--- src/rtl/serial_arith_pkg.sv ---
// Shared definitions for the bit-serial arithmetic blocks.
package serial_arith_pkg;

  localparam int DEFAULT_WIDTH = 4;

  typedef enum logic [1:0] {
    IDLE  = 2'd0,
    SHIFT = 2'd1,
    DONE  = 2'd2
  } state_t;

endpackage

--- src/rtl/full_subtractor.sv ---
// One-bit full subtractor: diff = a - b - bin, bout set when the bit borrows.
module full_subtractor (
  input  logic a,
  input  logic b,
  input  logic bin,
  output logic diff,
  output logic bout
);

  assign diff = a ^ b ^ bin;
  assign bout = (~a & b) | (~a & bin) | (b & bin);

endmodule

--- src/rtl/serial_subtractor.sv ---
// Bit-serial unsigned subtractor: one bit pair per cycle, LSB first, through a
// single full subtractor and a borrow flip-flop.
module serial_subtractor
  import serial_arith_pkg::*;
#(
  parameter int WIDTH = DEFAULT_WIDTH
) (
  input  logic             clk,
  input  logic             rst_n,
  input  logic             start,
  input  logic [WIDTH-1:0] a,
  input  logic [WIDTH-1:0] b,
  input  logic             bin,
  output logic [WIDTH-1:0] diff,
  output logic             bout,
  output logic             busy,
  output logic             done
);

  localparam int CW = $clog2(WIDTH + 1);

  state_t           state;
  logic [WIDTH-1:0] areg;
  logic [WIDTH-1:0] breg;
  logic [WIDTH-1:0] res;
  logic             br;
  logic [CW-1:0]    cnt;
  logic             dbit;
  logic             bnext;

  full_subtractor u_fs (
    .a    (areg[0]),
    .b    (breg[0]),
    .bin  (br),
    .diff (dbit),
    .bout (bnext)
  );

  // Outputs are registered: done, diff and bout are loaded on the edge that
  // leaves DONE, so the pulse shows up one cycle after the DONE state.
  always_ff @(posedge clk or negedge rst_n) begin
    if (!rst_n) begin
      state <= IDLE;
      areg  <= '0;
      breg  <= '0;
      res   <= '0;
      br    <= 1'b0;
      cnt   <= '0;
      diff  <= '0;
      bout  <= 1'b0;
      busy  <= 1'b0;
      done  <= 1'b0;
    end else begin
      done <= 1'b0;
      case (state)
        IDLE: begin
          busy <= 1'b0;
          if (start) begin
            areg  <= a;
            breg  <= b;
            br    <= bin;
            res   <= '0;
            cnt   <= '0;
            busy  <= 1'b1;
            state <= SHIFT;
          end
        end
        SHIFT: begin
          areg <= areg >> 1;
          breg <= breg >> 1;
          res  <= {dbit, res[WIDTH-1:1]};
          br   <= bnext;
          cnt  <= cnt + CW'(1);
          if (cnt == CW'(WIDTH - 1)) begin
            busy  <= 1'b0;
            state <= DONE;
          end
        end
        DONE: begin
          done <= 1'b1;
          diff <= res;
          bout <= br;
          if (start) begin
            areg  <= a;
            breg  <= b;
            br    <= bin;
            res   <= '0;
            cnt   <= '0;
            busy  <= 1'b1;
            state <= SHIFT;
          end else begin
            busy  <= 1'b0;
            state <= IDLE;
          end
        end
        default: begin
          busy  <= 1'b0;
          state <= IDLE;
        end
      endcase
    end
  end

endmodule

--- config.mk ---
export PLATFORM = sky130hd
export DESIGN_NAME = serial_subtractor
export DESIGN_NICKNAME = d
export VERILOG_FILES = /design/src/rtl/serial_arith_pkg.sv /design/src/rtl/full_subtractor.sv /design/src/rtl/serial_subtractor.sv
export SDC_FILE = /design/constraint.sdc
export NUM_CORES = 1
export LEC_CHECK = 0
export BUFFER_PORTS_ARGS = -buffer_cell sky130_fd_sc_hd__buf_2
export CAP_MARGIN = 20
export CORE_ASPECT_RATIO = 0.9
export CORE_MARGIN = 2
export CORE_UTILIZATION = 55
export DETAILED_ROUTE_END_ITERATION = 8
export PLACE_DENSITY = 0.77
export REMOVE_ABC_BUFFERS = 1
export SETUP_SLACK_MARGIN = 0.02
export SYNTH_ARGS = -nofsm -noshare
export SYNTH_HDL_FRONTEND = slang
export SYNTH_SLANG_ARGS = --single-unit
--- constraint.sdc ---
create_clock -name clk -period 3.3 [get_ports clk]
set_clock_uncertainty 0.1 [all_clocks]
set_input_delay 0.495 -clock clk [delete_from_list [all_inputs] [get_ports clk]]
set_output_delay 0.495 -clock clk [all_outputs]
set_load 0.05 [all_outputs]
======== Word level (Yosys, flattened, before mapping) ========
Cells that the tools add are included.
cells by class
  $add $sub $neg .......................... 1
  eq/ne operators ......................... 6
  mux-type cells .......................... 18
  bitwise operators ....................... 8
  reductions and logical operators ........ 5
operators by type and width
  cell                                                    count
  case mux 4 bit (2 select lines)                         3
  two-way mux 4 bit                                       3
  case mux 2 bit (3 select lines)                         1
  case mux 3 bit (2 select lines)                         1
  two-way mux 1 bit                                       5
  two-way mux 2 bit                                       2
  inequality test 2 bit (second input constant)           2
  case mux 1 bit (2 select lines)                         2
  AND reduction 2 bit                                     2
  adder 3 x 1 -> 3 bit (second input constant)            1
  bitwise AND 1 bit                                       3
  equality test 3 x 2 -> 1 bit (second input constant)    1
  two-way mux 3 bit                                       1
  equality test 2 x 1 -> 1 bit (second input constant)    1
  equality test 2 bit (second input constant)             1
  zero test 2 bit                                         1
  inequality test 2 x 1 -> 1 bit (second input constant)  1
  OR 1 bit                                                2
  nonzero test 2 bit                                      1
  OR reduction 2 bit                                      1
  XOR 1 bit                                               2
  NOT 1 bit                                               1
storage, ports and cells
  register bits after elaboration ......... 25
  output and inout bits ................... 7

======== Longest topological paths before layout ========
  depth in word-level cells ............... 5
  depth in mapped cells ................... 5

======== Hierarchy ========
From an unflattened synthesis, not the netlist that was laid out.
unflattened totals
  cells, all modules ...................... 98
  area, all modules ....................... 1,270.0 sq um
modules (own cells, without submodules)
  module             times used  cells each  area an instance (sq um)  sequential area each (sq um)
  serial_subtractor  1           95          1,242.4                   625.6
  full_subtractor    1           3           27.5                      0.0

======== Worst setup path before layout ========
Ideal clock, no wire load.
  path kind ............................... reg2reg
  start point ............................. register br
  end point ............................... register res[3]
  library setup time ...................... 0.126 ns
  data arrival time ....................... 1.213 ns
  data required time ...................... 3.074 ns
  setup slack ............................. 1.861 ns
  stages on the path, launching flop included .. 6
  buffers on the path ..................... 0
  period minus slack after synthesis ...... 1.439 ns
  cell sequence ........................... dfrtp_1 -> inv_1 -> fa_1 -> mux2_2 -> nand2_1 -> o21ai_0
on the way
  word-level cells in the longest chain between the ends .. 2
RTL lines
  item                             line                     text
  from (decl)                      serial_subtractor.sv:26  logic br;
  from (signal assigned)           serial_subtractor.sv:61  br <= bin;
  from (signal assigned)           serial_subtractor.sv:72  br <= bnext;
  from (signal assigned)           serial_subtractor.sv:86  br <= bin;
  XOR 1 bit                        full_subtractor.sv:10    assign diff = a ^ b ^ bin;
  case mux 4 bit (2 select lines)  serial_subtractor.sv:55  case (state)
  to (signal assigned)             serial_subtractor.sv:71  res <= {dbit, res[WIDTH-1:1]};
  to (decl)                        serial_subtractor.sv:25  logic [WIDTH-1:0] res;
No other way between the ends.
A chain may end at the register's enable or synchronous reset.

======== Worst setup path after layout ========
  start point ............................. register state[0]
  end point ............................... register diff[3]
on the way
  word-level cells in the longest chain between the ends .. 1
RTL lines
  item                    line                     text
  from (decl)             serial_subtractor.sv:22  state_t state;
  from (signal assigned)  serial_subtractor.sv:43  state <= IDLE;
  from (signal assigned)  serial_subtractor.sv:65  state <= SHIFT;
  from (signal assigned)  serial_subtractor.sv:76  state <= DONE;
  equality test 2 bit     serial_subtractor.sv:55
  to (signal assigned)    serial_subtractor.sv:81  diff <= res;
  to (decl)               serial_subtractor.sv:14  output logic [WIDTH-1:0] diff,
No other way between the ends.

==> out/results.ini <==
[clocking]
cts_root_buffer = clkbuf_4
cts_hold_buf = 0
post-cts-setup-buffers = 0
cts-buffers-inserted = 3
insertion_delay_ns = 0.31
clk_path_buf_depth = 2
post_cts_resized = 0
htree_levels = 1
cts_tree = yes
path_clk_slew_ns = 0.13
clock-sinks = 25

[sta]
setup_viol = 0
fin_setup_tns_ns = 0
drv_slew = 0
rsz0062_at_grt = false
hold_viol = 0
whs_ns = 0.05342
layout_worst_path_cycle_share = 0.5346
tightestPinTransition_ns = 0.8448
period_needed_ns = 1.764
clock.fmax_mhz = 566.8
finalWorstSetupSlack_ns = 1.536
max-slew-margin-rel = 0.4368

[synthesis]
synth_ff_type = dfrtp_1
syn-cell-area_um2 = 1266
ys_seq_area_frac = 0.4941
synthArstFlopShare = 1.000
yosysTopAreaCell = dfrtp_1
ys_ff_latch = 25
synth.avg_cell_area_um2 = 11.95
synth_area_leaders = dfrtp_1, mux2i_1, mux2_4
synth_cell_types = 25
synth-edff-count = 0
synthCells = 106
ys.warnings.count = 0
yosysTopAreaCellShare = 0.4941

[finish]
drive_gt1_frac = 0.2583
area_growth_pct = 6.324
nFillCells = 174
antenna_cells = 0
nNetsFinal = 136

[die]
start_util = 0.5803
core_area_um2 = 2182
die_x_um = 54.58
boundaryPins = 19
dieArea_um2 = 2703
core.rowCount = 16
die_h_um = 49.52

[global_routing]
antenna_found_initial = 0
grt_pass1_wl_um = 3553
grt_overflow = 0
grt_start_max_net_pins = 30
grt_usage = 0.1766
grt_pass1_vias = 793

[critical_path]
cp-start-kind = register
worst_r2r_path_depth = 2
cp_max_fo = 29
required_ns = 3.41
arrival_ns = 1.87
crit_type = register to register
endpoint_kind = register

[placed_design]
preCtsSetupSlack_ns = 1.561
hpwl_um = 1448
routabilityCongestion = 0.6682
port_buffers = 18

[routing]
drt-vias-per-instance = 5.524
drt_first_pass_iters = 3
via_count = 812
drt_iter0_drc = 5
route.detailed.drc = 0
avgRoutedWirePerCell_um = 13.83
ant_nets = 0
wl_um = 2033

[power]
p_int_mw = 0.7642
p_total_mw = 1.298
seq_power_share = 0.457
peakVddDrop_mv = 0.4553
pwr-share-comb = 0.440
swShare = 0.4111
p_per_area_nw_per_um2 = 963.9
p_switching_mw = 0.5334
clkPwrFrac = 0.103
p_leak_nw = 0.6516

[job]
maxCapViolCount = 0

[outcome]
outcome = completed

[worst_hold_path]
worstHoldPathType = primary input to async pin

-- through the flow --
stage,util,cells,area [um^2]
after floorplan,-,98,1196
after global placement,0.6049,143,1320
after detailed placement,0.6049,143,1320
after CTS,0.6170,147,1346
after global routing,0.6170,147,1346
final,0.6170,147,1346
-- layer usage --
layer | track usage | wire length [um] | up-vias
met5 | 0 | 0 | -
met4 | 0.02917 | 0 | 0
met3 | 0.02727 | 85 | 0
met2 | 0.2791 | 998 | 16
met1 | 0.2590 | 949 | 399
li1 | - | - | 397
-- state kept, by name, indices dropped and copies added (netlist names), 2 cells and up --
register,cells
diff,4
breg,4
cnt,3
state,2
res,4
areg,4
-- synthesized netlist by cell type, types with 3 or more instances --
cell / number
nand2_1: 3
mux2i_1: 9
mux2_4: 6
o21ai_0: 5
buf_6: 4
nor2b_1: 8
nor2_1: 3
a22o_1: 5
a211oi_1: 7
dfrtp_1: 25
a21oi_1: 8
inv_1: 5
-- logic make-up (layout without fill, tap and decap cells) --
kind of cell / Yosys count / after routing / share of synthesized area
AOI/OAI and AO/OA: 27 / 27 / 0.1403
buffers and inverters: 13 / 27 / 0.07015
and+or+nand+nor: 21 / 21 / 0.1018
muxes: 16 / 16 / 0.1512
xor gates and xnor gates: 1 / 1 / 0.006918
DFF: 25 / 25 / 0.4941
adders and majority gates: 3 / 3 / 0.03557
-- final timing paths --
path	startpoint	end	slack [ns]
setup / recovery	state[0]	diff[3]	1.54
hold / removal	rst_n	diff[1]	0.05
setup reg to reg	state[0]	diff[3]	1.54
hold reg to reg	bout	bout	0.40
max in group asynchronous	rst_n	diff[2]	2.67
min in group clk	b[0]	breg[0]	0.35
-- cell type report --
type	instances	area (um^2)	area share
timing repair buffer	18	90.09	0.06691
sequential	25	625.6	0.4647
multi-input combinational	68	551.8	0.4099
inverter	5	18.77	0.01394
tap	27	33.78	0.02509
clock buffer	4	26.28	0.01952
-- cell usage in the layout (no fill, tap or decap) --
cell type | Yosys | final
inv_1 | 5 | 5
ha_1 | 2 | 2
o21ai_0 | 5 | 5
nand2b_4 | 1 | 1
mux2i_1 | 9 | 9
nand2_1 | 3 | 3
buf_2 | 2 | 18
nand2b_1 | 2 | 2
and2_1 | 1 | 1
a211oi_1 | 7 | 7
mux2_4 | 6 | 6
a22o_1 | 5 | 5
a21oi_1 | 8 | 8
nor2b_4 | 1 | 1
mux2_2 | 1 | 1
nor2b_1 | 8 | 8
nand3_1 | 2 | 2
clkbuf_4 | 0 | 3
dfrtp_1 | 25 | 25
xnor2_1 | 1 | 1
a31o_2 | 1 | 1
nor2_1 | 3 | 3
a21o_1 | 1 | 1
fa_1 | 1 | 1
clkbuf_1 | 0 | 1
-- worst max-delay path: stages (launching register included) --
cell and delay [ns]:
dfrtp_1 0.90, nand2b_4 0.34, mux2_4 0.32
-- power by group through the flow --
stage | Clock (mW) | Sequential (mW) | Combinational, mW
5_1_grt | 0.152 | 0.622 | 0.639
6_report | 0.134 | 0.592 | 0.571
4_1_cts | 0.138 | 0.594 | 0.579
3_5_place_dp | 0 | 0.602 | 0.576
3_3_place_gp | 0 | 0.593 | 0.553
2_1_floorplan | 0 | 0.679 | 0.354
Power figures use the tool's default switching activity.
